File: config.mk
export PLATFORM = sky130hd
export DESIGN_NAME = fifo_push_arbiter
export DESIGN_NICKNAME = d
export VERILOG_FILES = /design/src/rtl/fifo_push_arbiter.sv
export SDC_FILE = /design/constraint.sdc
export NUM_CORES = 1
export LEC_CHECK = 0
export CAP_MARGIN = 20
export CORE_ASPECT_RATIO = 1.4
export CORE_MARGIN = 3
export CORE_UTILIZATION = 42
export DETAILED_ROUTE_END_ITERATION = 6
export GPL_TIMING_DRIVEN = 1
export PLACE_DENSITY_LB_ADDON = 0.08
export SKIP_LAST_GASP = 1
export SLEW_MARGIN = 30
export SYNTH_ARGS = -nofsm -noshare
export SYNTH_HDL_FRONTEND = slang
export SYNTH_SLANG_ARGS = --single-unit
File: constraint.sdc
create_clock -name clk -period 5.5 [get_ports clk]
set_input_delay 1.1 -clock clk [delete_from_list [all_inputs] [get_ports clk]]
set_output_delay 1.1 -clock clk [all_outputs]
set_load 0.01 [all_outputs]
File: src/rtl/fifo_push_arbiter.sv
// -----------------------------------------------------------------------------
// fifo_push_arbiter
//   Round-robin arbiter that shares one synchronous FIFO push port among N_REQ
//   valid/ready requesters. A requester that wins arbitration keeps the port for
//   up to MAX_BURST consecutive beats. The owner releases the lock early if it
//   drops valid. No push is issued while the FIFO reports full.
//
// Ports
//   clk          rising-edge clock
//   reset        synchronous, active-low reset
//   req_valid_i  per-requester valid
//   req_data_i   requester k data at [k*DATA_W +: DATA_W]
//   req_ready_o  per-requester ready (at most one set; beat moves on valid&ready)
//   push_o       FIFO push strobe (combinational, same cycle as the handshake)
//   push_data_o  FIFO push data (0 when no push)
//   full_i       FIFO full flag
//   grant_vld_o  burst lock currently held
//   grant_id_o   owner of the lock, 0 when not locked
// -----------------------------------------------------------------------------
module fifo_push_arbiter #(
  parameter  int DATA_W    = 8,
  parameter  int N_REQ     = 4,
  parameter  int MAX_BURST = 4,
  localparam int ID_W      = $clog2(N_REQ),
  localparam int CNT_W     = $clog2(MAX_BURST + 1)
) (
  input  logic                    clk,
  input  logic                    reset,
  input  logic [N_REQ-1:0]        req_valid_i,
  input  logic [N_REQ*DATA_W-1:0] req_data_i,
  output logic [N_REQ-1:0]        req_ready_o,
  output logic                    push_o,
  output logic [DATA_W-1:0]       push_data_o,
  input  logic                    full_i,
  output logic                    grant_vld_o,
  output logic [ID_W-1:0]         grant_id_o
);

  typedef enum logic {
    IDLE = 1'b0,
    LOCK = 1'b1
  } state_e;

  state_e             state_q,    state_d;
  logic [ID_W-1:0]    rr_ptr_q,   rr_ptr_d;
  logic [ID_W-1:0]    owner_q,    owner_d;
  logic [CNT_W-1:0]   beat_cnt_q, beat_cnt_d;

  logic [ID_W-1:0]    win_idx;
  logic               win_found;

  // Successor index with explicit wrap, so non-power-of-2 N_REQ stays in range.
  function automatic logic [ID_W-1:0] next_idx(input logic [ID_W-1:0] idx);
    return (idx == ID_W'(N_REQ - 1)) ? '0 : idx + ID_W'(1);
  endfunction

  // Win search: first valid requester starting at rr_ptr and wrapping modulo
  // N_REQ. The sum is one bit wider so rr_ptr + i never overflows before wrap.
  always_comb begin
    logic [ID_W:0] sum;
    win_idx   = '0;
    win_found = 1'b0;
    sum       = '0;
    for (int i = 0; i < N_REQ; i++) begin
      sum = {1'b0, rr_ptr_q} + (ID_W+1)'(i);
      if (sum >= (ID_W+1)'(N_REQ)) sum = sum - (ID_W+1)'(N_REQ);
      if (!win_found && req_valid_i[sum[ID_W-1:0]]) begin
        win_found = 1'b1;
        win_idx   = sum[ID_W-1:0];
      end
    end
  end

  // Next-state and handshake decode.
  // NOTE: every signal written here gets a default first, so no path can leave
  // it unassigned and infer a latch.
  always_comb begin
    state_d     = state_q;
    rr_ptr_d    = rr_ptr_q;
    owner_d     = owner_q;
    beat_cnt_d  = beat_cnt_q;
    req_ready_o = '0;

    if (reset) begin
      unique case (state_q)
        IDLE: begin
          if (win_found && !full_i) begin
            req_ready_o[win_idx] = 1'b1;
            if (MAX_BURST == 1) begin
              rr_ptr_d = next_idx(win_idx);
            end else begin
              state_d    = LOCK;
              owner_d    = win_idx;
              beat_cnt_d = CNT_W'(1);
            end
          end
        end
        LOCK: begin
          if (!req_valid_i[owner_q]) begin
            // Owner went quiet: release now; others compete from next cycle.
            state_d    = IDLE;
            rr_ptr_d   = next_idx(owner_q);
            beat_cnt_d = '0;
          end else if (!full_i) begin
            req_ready_o[owner_q] = 1'b1;
            if (beat_cnt_q + CNT_W'(1) == CNT_W'(MAX_BURST)) begin
              state_d    = IDLE;
              rr_ptr_d   = next_idx(owner_q);
              beat_cnt_d = '0;
            end else begin
              beat_cnt_d = beat_cnt_q + CNT_W'(1);
            end
          end
          // Owner valid but FIFO full: stall with lock and count held.
        end
        default: state_d = IDLE;
      endcase
    end
  end

  // Data mux: at most one ready bit, so selecting by ready is unambiguous.
  always_comb begin
    push_data_o = '0;
    for (int k = 0; k < N_REQ; k++) begin
      if (req_ready_o[k]) push_data_o = req_data_i[k*DATA_W +: DATA_W];
    end
  end

  assign push_o      = |req_ready_o;
  assign grant_vld_o = (state_q == LOCK);
  assign grant_id_o  = (state_q == LOCK) ? owner_q : '0;

  // NOTE: sequential state uses non-blocking assignments so all registers
  // update together from the values seen before the edge.
  always_ff @(posedge clk) begin
    if (!reset) begin
      state_q    <= IDLE;
      rr_ptr_q   <= '0;
      owner_q    <= '0;
      beat_cnt_q <= '0;
    end else begin
      state_q    <= state_d;
      rr_ptr_q   <= rr_ptr_d;
      owner_q    <= owner_d;
      beat_cnt_q <= beat_cnt_d;
    end
  end

  a_ready_onehot: assert property (@(posedge clk) disable iff (!reset) $onehot0(req_ready_o));
  a_no_push_full: assert property (@(posedge clk) !(push_o && full_i));

endmodule
==> results of run 1 <==
## routing by layer
| metal | vias to the layer above | share of wire | global-route usage |
|---|---|---|---|
| li1 | 616 | - | - |
| met1 | 567 | 0.39 | 0.238 |
| met2 | 57 | 0.50 | 0.393 |
| met3 | 2 | 0.10 | 0.0479 |
| met4 | 0 | 0.0059 | 0.0865 |
| met5 | - | 0 | 0 |
## cell usage after synthesis (2+ instances only)
library cell	n
nor2_1	16
nand2_1	20
and2_1	2
nor2_2	2
and4b_1	2
clkbuf_2	2
nor3_1	2
nor3_2	2
a21oi_1	13
a221oi_1	8
o211ai_1	2
dfxtp_1	8
o21ai_0	2
nor2b_1	4
o22ai_1	8
clkbuf_1	2
mux2i_1	4
nand3b_1	2
inv_1	4
ha_1	6
## state kept, by name, summed over array words and instances, names as in the netlist
register and cells:
beat_cnt_q 3, grant_vld_o 1, owner_q 2, rr_ptr_q 2
## how the worst min path moves through the flow
stage                startpoint           to  slack [ns]  cells after the start
CTS                 rr_ptr_q[0]  rr_ptr_q[0]        0.50                      2
global placement    rr_ptr_q[0]  rr_ptr_q[0]        0.49                      2
global route        rr_ptr_q[0]  rr_ptr_q[0]        0.54                      2
floorplan           rr_ptr_q[0]  rr_ptr_q[0]        0.46                      2
finish              rr_ptr_q[0]  rr_ptr_q[0]        0.50                      2
detailed placement  rr_ptr_q[0]  rr_ptr_q[0]        0.49                      2
## through the flow
stage               setup slack [ns]  power (mW)  cell area, um^2  hold WS (ns)
floorplan                       2.00       0.116             1010         0.459
global placement               0.762       0.170             1540         0.490
detailed placement             0.704       0.172             1540         0.490
CTS                            0.690       0.216             1560         0.497
global route                   0.486       0.230             1560         0.537
finish                         0.695       0.213             1560         0.499
## worst max-delay path, stage by stage
cell	delay, ns
clkdlybuf4s50_1	0.54
nor4_2	0.48
or3_2	0.24
nor2_2	0.05
a31oi_2	0.42
o22ai_1	0.16
a21oi_1	0.15
clkdlybuf4s50_1	0.56
## power breakdown
group	switching (mW)	leakage, nW	internal, mW
sequential	0.00584	0.0654	0.0615
combinational	0.0454	0.496	0.0584
clock	0.0173	0.0138	0.0248
total	0.0685	0.575	0.145
## kinds of logic (layout without fill, tap and decap cells)
kind of cell / after synthesis / after routing
compound gates: 47 / 47
xor+xnor: 1 / 1
fa+ha+maj: 6 / 6
buf+inv: 10 / 61
flops: 8 / 8
mux: 4 / 4
simple gates: 59 / 59
## cell type report
cell class                      instances  area [um^2]  area share
Inverter                                4         15.0     0.00961
Tap cell                               22         27.5      0.0176
Sequential cell                         8          160       0.102
Timing Repair Buffer                   54          541       0.346
Clock buffer                            3         22.5      0.0144
Multi-Input combinational cell        117          797       0.510
==> summary.txt, run 1 <==
status -> completed
Clock Tree Root -> clkbuf_4
Worst Tran Pin Value -> 0.522 ns
Worst-path clk slew -> 0.05 ns
dpl cells -> 205
Critical Path Sink -> push_data_o[5]
Iteration-0 DRC Markers -> 35
Max Freq -> 0.208 GHz
CP Data Arrival Time -> 3.71 ns
Startpoint Class -> input pin
Vert. Die Dim -> 63.9 um
placer congestion estimate -> 0.892
WL/cell -> 15.4 um
Finished Core Util -> 0.702
number of synthesized flops with an enable pin -> 0
Initial Util -> 0.452
Final min period -> 4.81 ns
global-route wire length before repair -> 5110 um
Rows -> 20
total die area -> 3030 um^2
main flop type after synthesis -> dfxtp_1
pins over their slew limit -> 0
vias per inst -> 5.97
CP max FO -> 8
Post-Synth XOR/XNOR Area -> 0.00871
#FFs+latches synth -> 8
DP HPWL -> 2590 um
Post-Syn Nets -> 180
residual DRC count -> 0
Final Skew -> 0.000636 ns
clock buffer depth -> 2
n_diodes -> 0
Die W -> 47.4 um
Mapped Cells -> 135
top cell type's share of synthesized area -> 0.159
sequential area share after synthesis -> 0.159
latest clock arrival within the worst-skew pair -> 0.24 ns
Final period util -> 0.874
crit path kind -> in2out
mux cell area share after synthesis -> 0.0398
Peak VDD IR -> 0.000103 V
nets@finish -> 233
clock buffer count from CTS -> 3
reg2reg setup slack -> 3.71 ns
endpoints failing hold -> 0
Compound-Gate Fraction of Synth Area -> 0.364
largest net degree at the start of global routing -> 13
number of max-cap violations -> 0
post-route setup TNS -> 0 ns
CTS Sinks -> 8
simple-gate share of the synthesized area -> 0.305
Post-CTS Hold Buffers -> 0
fill count -> 194
share of cells above drive strength 1 -> 0.0860
Worst Hold Class -> reg2reg
commonest non-fill, non-tap cell in the layout -> clkdlybuf4s50_1
count of cell types in the netlist -> 44
DRT Pass-1 Iters -> 5
Layout Area Growth over Synthesis -> 55.3%
R2R Path End -> beat_cnt_q[1]
post-synthesis async set-or-reset flop share -> 0
setup violators final -> 0
CTS resizes -> 0
H-tree depth -> 1
grt total ovfl -> 0
area leader, netlist -> dfxtp_1
post-route ant nets -> 0
RSZ-0062 raised after global routing -> false
most frequent cells in the layout -> 54 x clkdlybuf4s50_1, 20 x nand2_1, 16 x nor2_1
crit path from -> req_valid_i[1]
worst r2r src -> owner_q[1]
R2R depth -> 6
top post-synthesis cells by area -> dfxtp_1 16%, ha_1 7.5%, nand2_1 7.5%, a221oi_1 7.0%, a21oi_1 6.5%
core area -> 2230 um^2
Top Ports -> 55
Post-Route WL -> 3200 um
Synth Cell Area -> 1010 um^2
post-CTS setup repair buffer count -> 0
PortBufs -> 54
post-synthesis area per instance -> 7.45 um^2
endpoint class of the critical path -> primary output
initial antenna violation count -> 0
final cell count without fillers -> 208
total leakage power -> 0.575 nW
vias in the first global route -> 1192
Critical Path RT -> 4.40 ns
via count -> 1242
TritonCTS clock tree -> built
Pwr per Cell Area -> 136 nW/um^2
largest family of logic cells by synthesized area -> compound AO/OA/AOI/OAI gates
Ys Warns -> 0
Max-slew headroom -> 0.650
Tot GR Track Use -> 0.222
post-synthesis adder-cell area fraction -> 0.0746
Note: power is estimated with default switching activity, not from simulation.
==> inputs of run 2 (changes only) <==
--- a/config.mk
+++ b/config.mk
@@ -9,6 +9,7 @@
 export CORE_ASPECT_RATIO = 1.4
 export CORE_MARGIN = 3
 export CORE_UTILIZATION = 42
+export CTS_CLUSTER_DIAMETER = 100
 export DETAILED_ROUTE_END_ITERATION = 6
 export GPL_TIMING_DRIVEN = 1
 export PLACE_DENSITY_LB_ADDON = 0.08
==> constraint.sdc (replaced) <==
create_clock -name clk -period 5.6 [get_ports clk]
set_input_delay 1.12 -clock clk [delete_from_list [all_inputs] [get_ports clk]]
set_output_delay 1.12 -clock clk [all_outputs]
set_load 0.01 [all_outputs]
==> results of run 2 <==
Same layout as run 1 (identical final DEF). Status: completed.
Among the figures that moved: setup slack after placement 0.704 ns -> 0.764 ns; setup slack after layout 0.695 ns -> 0.755 ns; register-to-register setup slack 3.71 ns -> 3.81 ns; total power 0.213 mW -> 0.209 mW; worst IR drop on VDD 0.000103 V -> 0.000101 V
==> edit: new RTL, flow settings as in run 1 <==
`DATA_W`: 8 -> 6.
--- a/src/rtl/fifo_push_arbiter.sv
+++ b/src/rtl/fifo_push_arbiter.sv
@@ -19,5 +19,5 @@
 // -----------------------------------------------------------------------------
 module fifo_push_arbiter #(
-  parameter  int DATA_W    = 8,
+  parameter  int DATA_W    = 6,
   parameter  int N_REQ     = 4,
   parameter  int MAX_BURST = 4,
Interface: changed (resized push_data_o and req_data_i); port bits go from 55 to 45. No check against the original RTL was run, so the function may have changed too.
==> edit against run 1 <==
Global-route usage fell by 0.59 points; sequential cell count did not move; largest cell class unchanged; routed wire length fell by 4.1%; critical path depth did not move; sequential share of layout area rose by 0.62 points; critical endpoint is now push_data_o[4]; setup slack got worse by 100 ps; worst hold slack got worse by 4.6 ps; total power fell by 0.16%; synthesized area rose by 0.12%; final area fell by 5.7%.
==> edit: results (changes against run 1) <==
STA:
- The worst clock skew is 2.30 ps (+1.67 ps).
- The maximum clock rate is 204 MHz (-2.0%).
- The measured slew at the worst slew-check pin is 582 ps (+60.2 ps).
- The worst hold slack is 494 ps (-4.61 ps).

Drt:
- The via total after detailed routing came to 1176 (-5.3%).
- The length of routed met2 wiring is 1.67 mm (+5.2%).
- The total wire length is 3.06 mm (-4.1%).

Global routing:
- The global routing met2 resource utilization was 39.8% (+0.50 points).
- The first-pass GRT wire length is 4.92 mm (-3.8%).
- The total routing resource utilization after global routing came to 21.6% (-0.59 points).
- The met1 usage in global routing came to 22.9% (-0.86 points).
- The number of global-route vias before repair is 1126 (-5.5%).

Placed design:
- The half-perimeter wire length after detailed placement came to 2.45 mm (-5.6%).
- The worst-case setup slack after placement is 574 ps (-130 ps).
- The count of input and output buffers was 44 (-19%).
- The cell area after placement is 1450 um^2 (-5.8%).

Power and ir drop:
- The total leakage power is 0.536 nW (-6.9%).
- The switching power of the nets is 0.0725 mW (+5.9%).
- The power density of the placed cells is 144 nW/um^2 (+5.9%).

Logic synthesis:
- The fraction of the mapped netlist area in compound gates is 38.0% (+1.6 points).
- The multiplexer share of the synthesized area is 4.97% (+0.99 points).
- Counting instances in the post-synthesis netlist gives the leading cell types as sky130_fd_sc_hd__nand3_1 (13), sky130_fd_sc_hd__a21oi_1 (12), sky130_fd_sc_hd__nand2_1 (9), sky130_fd_sc_hd__o21ai_0 (9), sky130_fd_sc_hd__dfxtp_1 (8).
- The sequential cell area fraction in the yosys report is 15.9% (-0.020 points).
- The post-synthesis average cell area came to 7.75 um^2 (+4.0%).

Critical path:
- The launch point of the worst path is req_valid_i[0].
- The critical path ends at push_data_o[4].
- The setup slack of the most critical reg-to-reg path is 3440 ps (-270 ps).
- The endpoint arrival time on the critical path is 3810 ps (+100 ps).

Outcome:
- The flow ran to the end, and the final reports show no timing, DRC or antenna violations.

Finish:
- The fraction of layout cells with a size suffix above 1 is 8.72% (+0.12 points).
- The net total in the final layout was 211 (-9.4%).
==> edit: cell types whose count changed after synthesis, sizes merged, moves of 6 or more <==
cell | run 1 | this run
o21ai | 3 | 12
a32oi | 1 | 7
nand2 | 20 | 9
nand3 | 1 | 13
nor2 | 18 | 3
a221oi | 8 | 0
==> edit: layout make-up <==
cell class | count | area [um^2]
clock buffer | 3 | 22.5
fill | 212 | 753
inverter | 4 | 15.0
multi-input combinational | 112 | 801
sequential | 8 | 160
tap | 22 | 27.5
timing repair buffer | 45 | 448
==> edit: worst max-delay path, cell delays in order <==
cell                              delay [ps]
sky130_fd_sc_hd__clkdlybuf4s50_1         500
sky130_fd_sc_hd__nor4_1                  590
sky130_fd_sc_hd__nor3_2                  140
sky130_fd_sc_hd__nand4_2                 240
sky130_fd_sc_hd__a2bb2oi_2               350
sky130_fd_sc_hd__o22ai_1                 150
sky130_fd_sc_hd__a32oi_1                 170
sky130_fd_sc_hd__clkdlybuf4s50_1         560
